$ cat src/rtl/puf_arbiter.sv
// Round-robin arbiter for two clients sharing a DD and an XOR PUF.
// Define PUF_TIMEOUT_EN to abort a WAIT after TIMEOUT cycles with ERR set.
//
// state   | meaning
// IDLE    | no owner, arbitrate on any request
// GRANT   | owner granted, select and count latched
// LAUNCH  | one-cycle start pulse to the selected PUF
// WAIT    | waiting for the selected PUF's done
// CAPTURE | result valid, ack pulse to owner
// RELEASE | hold grant until the owner drops its request
module puf_arbiter #(
    parameter logic [15:0] TIMEOUT = 16'd50000
) (
    input  logic         CLK,
    input  logic         RESET,
    input  logic         REQ_A,
    input  logic         REQ_B,
    input  logic         SEL_A,
    input  logic         SEL_B,
    input  logic [15:0]  CNT_A,
    input  logic [15:0]  CNT_B,
    output logic         GNT_A,
    output logic         GNT_B,
    output logic         ACK_A,
    output logic         ACK_B,
    output logic [127:0] RESULT,
    output logic         ERR,
    output logic         START_DD,
    output logic         START_XOR,
    output logic [15:0]  CNT_VAL,
    input  logic         DONE_DD,
    input  logic         DONE_XOR,
    input  logic [127:0] PUF_OUT_DD,
    input  logic [127:0] PUF_OUT_XOR
);

    typedef enum logic [2:0] {
        S_IDLE, S_GRANT, S_LAUNCH, S_WAIT, S_CAPTURE, S_RELEASE
    } state_t;

    state_t        state, next_state;
    logic          owner_b;
    logic          last_b;
    logic          sel_lat;
    logic [15:0]   cnt_lat;
    logic [127:0]  result_q;

    logic          any_req;
    logic          win_b;
    logic          win_sel;
    logic [15:0]   win_cnt;
    logic          req_owner;
    logic          done_sel;
    logic          timeout_hit;

    assign any_req   = REQ_A | REQ_B;
    // Sole requester wins; on a tie the side not granted last wins.
    assign win_b     = REQ_B & (~REQ_A | ~last_b);
    assign win_sel   = win_b ? SEL_B : SEL_A;
    assign win_cnt   = win_b ? CNT_B : CNT_A;
    assign req_owner = owner_b ? REQ_B : REQ_A;
    assign done_sel  = sel_lat ? DONE_XOR : DONE_DD;

    always_ff @(posedge CLK or posedge RESET) begin
        if (RESET) state <= S_IDLE;
        else       state <= next_state;
    end

    always_comb begin
        next_state = state;
        case (state)
            S_IDLE:    if (any_req) next_state = S_GRANT;
            S_GRANT:   next_state = S_LAUNCH;
            S_LAUNCH:  next_state = S_WAIT;
            S_WAIT:    if (done_sel || timeout_hit) next_state = S_CAPTURE;
            S_CAPTURE: next_state = S_RELEASE;
            S_RELEASE: if (!req_owner) next_state = S_IDLE;
            default:   next_state = S_IDLE;
        endcase
    end

    always_comb begin
        GNT_A     = 1'b0;
        GNT_B     = 1'b0;
        ACK_A     = 1'b0;
        ACK_B     = 1'b0;
        START_DD  = 1'b0;
        START_XOR = 1'b0;
        CNT_VAL   = 16'd1;
        if (state != S_IDLE) begin
            GNT_A   = ~owner_b;
            GNT_B   = owner_b;
            CNT_VAL = cnt_lat;
        end
        if (state == S_LAUNCH) begin
            START_DD  = ~sel_lat;
            START_XOR = sel_lat;
        end
        if (state == S_CAPTURE) begin
            ACK_A = ~owner_b;
            ACK_B = owner_b;
        end
    end

    always_ff @(posedge CLK or posedge RESET) begin
        if (RESET) begin
            owner_b  <= 1'b0;
            last_b   <= 1'b1;
            sel_lat  <= 1'b0;
            cnt_lat  <= 16'd1;
            result_q <= '0;
        end else begin
            if (state == S_IDLE && any_req) begin
                owner_b <= win_b;
                sel_lat <= win_sel;
                cnt_lat <= (win_cnt == 16'd0) ? 16'd1 : win_cnt;
            end
            if (state == S_WAIT) begin
                if (done_sel)
                    result_q <= sel_lat ? PUF_OUT_XOR : PUF_OUT_DD;
                else if (timeout_hit)
                    result_q <= '0;
            end
            if (state == S_RELEASE && !req_owner)
                last_b <= owner_b;
        end
    end

    assign RESULT = result_q;

`ifdef PUF_TIMEOUT_EN
    logic [15:0] tmr;
    logic        err_q;

    assign timeout_hit = (tmr == 16'd0);

    always_ff @(posedge CLK or posedge RESET) begin
        if (RESET) begin
            tmr   <= 16'd0;
            err_q <= 1'b0;
        end else begin
            if (state == S_LAUNCH)
                tmr <= TIMEOUT - 16'd1;
            else if (state == S_WAIT && tmr != 16'd0)
                tmr <= tmr - 16'd1;
            // done wins over a timeout landing in the same cycle
            if (state == S_WAIT) begin
                if (done_sel)         err_q <= 1'b0;
                else if (timeout_hit) err_q <= 1'b1;
            end
        end
    end

    assign ERR = err_q;
`else
    logic unused_timeout;
    assign unused_timeout = ^TIMEOUT;
    assign timeout_hit    = 1'b0;
    assign ERR            = 1'b0;
`endif

endmodule
$ cat config.mk
export PLATFORM = sky130hd
export DESIGN_NAME = puf_arbiter
export DESIGN_NICKNAME = d
export VERILOG_FILES = /design/src/rtl/puf_arbiter.sv
export SDC_FILE = /design/constraint.sdc
export NUM_CORES = 1
export LEC_CHECK = 0
export ABC_AREA = 0
export ABC_CLOCK_PERIOD_IN_PS = 15000
export BUFFER_PORTS_ARGS = -buffer_cell sky130_fd_sc_hd__buf_2
export CELL_PAD_IN_SITES_DETAIL_PLACEMENT = 1
export CELL_PAD_IN_SITES_GLOBAL_PLACEMENT = 1
export CORE_AREA = 3 3 172 174
export DETAILED_ROUTE_END_ITERATION = 8
export DIE_AREA = 0 0 175 177
export PLACE_DENSITY = 0.82
export SLEW_MARGIN = 20
export SYNTH_ARGS = -nofsm -noshare
export SYNTH_HDL_FRONTEND = slang
export SYNTH_SLANG_ARGS = --single-unit
$ cat constraint.sdc
create_clock -name CLK -period 15 [get_ports CLK]
set_input_delay 2.25 -clock CLK [delete_from_list [all_inputs] [get_ports CLK]]
set_output_delay 2.25 -clock CLK [all_outputs]
set_load 0.02 [all_outputs]
==> metrics.yaml <==
synth_cell_types: 37
synth_largest_area_cell: "dfrtp_1"
crit_path_max_incr_delay_ps: 860
postRouteAntennaNets: 0
ys_seq_elements: 150
cts-resized-gates: 0
drv_cap: 0
grt_pass1_wl_um: 39400
diodes: 0
synthArstFlopShare: 1.00
crit_slowest_cell: "buf_4"
clock_skew_ps: 8.05
num_rows: 61
grt_max_degree: 87
yosys_warnings: 0
layout_common_cells: "buf_2 (445), dfrtp_1 (147), mux2i_1 (145)"
final_area_sq_um: 10800
drive_gt1_frac: 0.610
syn-num-nets: 997
portBuffers: 445
p_per_area_nw_per_um2: 220
final_common_cell: "buf_2"
ctsLongestPathBuffers: 2
timing.final.crit_share: 0.311
rsz0062_at_grt: "false"
io_pins: 447
max_slew_margin: 0.274
clkTransAtPathRegs_ps: 60
antenna_found_initial: 0
clkSinkCount: 150
ir_drop_mv: 0.115
num_vias: 6817
setup_violations: 0
hp-class: "flip-flop to flip-flop"
cp_cell_sequence: "buf_2, mux2_4, nand4_4, buf_4, buf_6, nand2_1, o21ai_1"
nNetsFinal: 1415
ctsHoldBuffers: 0
synth_top_cell_area_share: 0.464
fmax_mhz: 214
place_area_sq_um: 10300
dp_hpwl_um: 20300
cts_tree: "built"
syn_area_sq_um: 7980
required_ps: 15330
crit_path_end_kind: "flip-flop"
yosysSeqAreaShare: 0.471
die_h_um: 177
synth.area.top_cells: "dfrtp_1 (46%), mux2i_1 (18%), o21ai_2 (11%)"
cp-start-kind: "input port"
cts-root-buf: "clkbuf_16"
p_leak_nw: 5.79
drt_iter0_markers: 268
htreeDepth: 4
start_util: 0.286
post_cts_buffers: 0
drc: 0
gp_congestion: 0.805
syn_inst: 701
die_w_um: 175
numCtsBuffers: 17
status: "completed"
hold_viol: 0
tns_ps: 0
syn_area_per_cell_sq_um: 11.4
track_usage: 0.160
grt_remaining_overflow: 0
worst_pin_slew_ps: 1090
wl_per_cell_um: 16.8
worstSetupPathType: "input port to flip-flop"
via_per_inst: 4.51
synth_edf_count: 0
routed_wirelength_um: 25400
arrival_ps: 4990
worstPathMaxFanout: 81
design.die.area_sq_um: 31000
coreArea_sq_um: 27900
dr.pass1.iters: 4
drv_slew: 0
synthToLayoutAreaGrowth_pct: 35.7
fin_crit_ps: 4660
synthFlopType: "dfrtp_1"
clock_latency_ps: 410
grt_pass1_vias: 7294
==> worst paths after layout <==
kind / cells past startpoint / startpoint / slack [ps] / endpoint
max: 7 / DONE_DD / 10340 / RESULT[47]$_DFFE_PP0P_
min: 2 / RESULT[96]$_DFFE_PP0P_ / 480 / RESULT[96]$_DFFE_PP0P_
max reg2reg: 6 / sel_lat$_DFFE_PP0P_ / 11480 / RESULT[47]$_DFFE_PP0P_
min reg2reg: 2 / RESULT[96]$_DFFE_PP0P_ / 480 / RESULT[96]$_DFFE_PP0P_
max in group asynchronous: 3 / RESET / 11650 / RESULT[72]$_DFFE_PP0P_
min in group asynchronous: 2 / RESET / 1990 / RESULT[3]$_DFFE_PP0P_
==> report_power, final <==
group	internal [W]	leakage, nW	switching, W
sequential	0.000601	1.84	0.000142
clock	0.000221	0.258	0.000184
combinational	0.000457	3.69	0.000776
total	0.00128	5.79	0.00110
==> stage by stage <==
stage	worst slack (ps)	power (W)	util	cells	hold slack [ps]
detailed placement	9570	0.00201	0.368	1478	465
floorplan	8720	0.00166	-	701	461
global placement	9680	0.00195	0.368	1478	459
global route	10100	0.00255	0.388	1510	492
finish	10340	0.00238	0.388	1510	475
CTS	10030	0.00242	0.387	1510	479
==> per-layer routing <==
layer | track usage | up-vias | wire, um
met3 | 0.0352 | 24 | 1520
li1 | - | 3282 | -
met5 | 0 | - | 0
met4 | 0.0479 | 0 | 439
met1 | 0.190 | 3266 | 10100
met2 | 0.289 | 245 | 13400
==> critical path, delay by kind of cell <==
kind	cells	cell delay (ps)
buf+inv	3	1650
simple gates	2	580
mux	1	290
compound gates	1	110
==> area by class of cell <==
cell class / count / area [sq um]
Fill cell: 3333 / 17100
Sequential cell: 150 / 3760
Multi-Input combinational cell: 493 / 3720
Timing Repair Buffer: 454 / 2300
Tap cell: 378 / 473
Clock buffer: 19 / 443
Clock inverter: 13 / 115
Inverter: 3 / 16.3
==> cell usage after synthesis, drive strengths merged (2+ instances only) <==
cell / instances
nor3: 2
mux2i: 145
nor4: 8
nand2: 133
dfstp: 2
nor2: 23
nand4: 3
and3: 3
inv: 3
clkbuf: 8
buf: 47
a21oi: 16
dfrtp: 148
o21ai: 132
nor2b: 15
==> cells by family after synthesis <==
logic type | after synthesis | share of synthesized area
AOI/OAI and AO/OA | 153 | 0.145
buffers and inverters | 58 | 0.0635
DFF | 150 | 0.471
and+or+nand+nor | 193 | 0.137
other | 1 | 0.000470
muxes | 146 | 0.184
==> registers in the layout, indices dropped and copies added, names as in the netlist <==
register and cells:
RESULT 128, cnt_lat 16, last_b 1, owner_b 1, sel_lat 1, state 3
(Power assumes the default switching activity.)
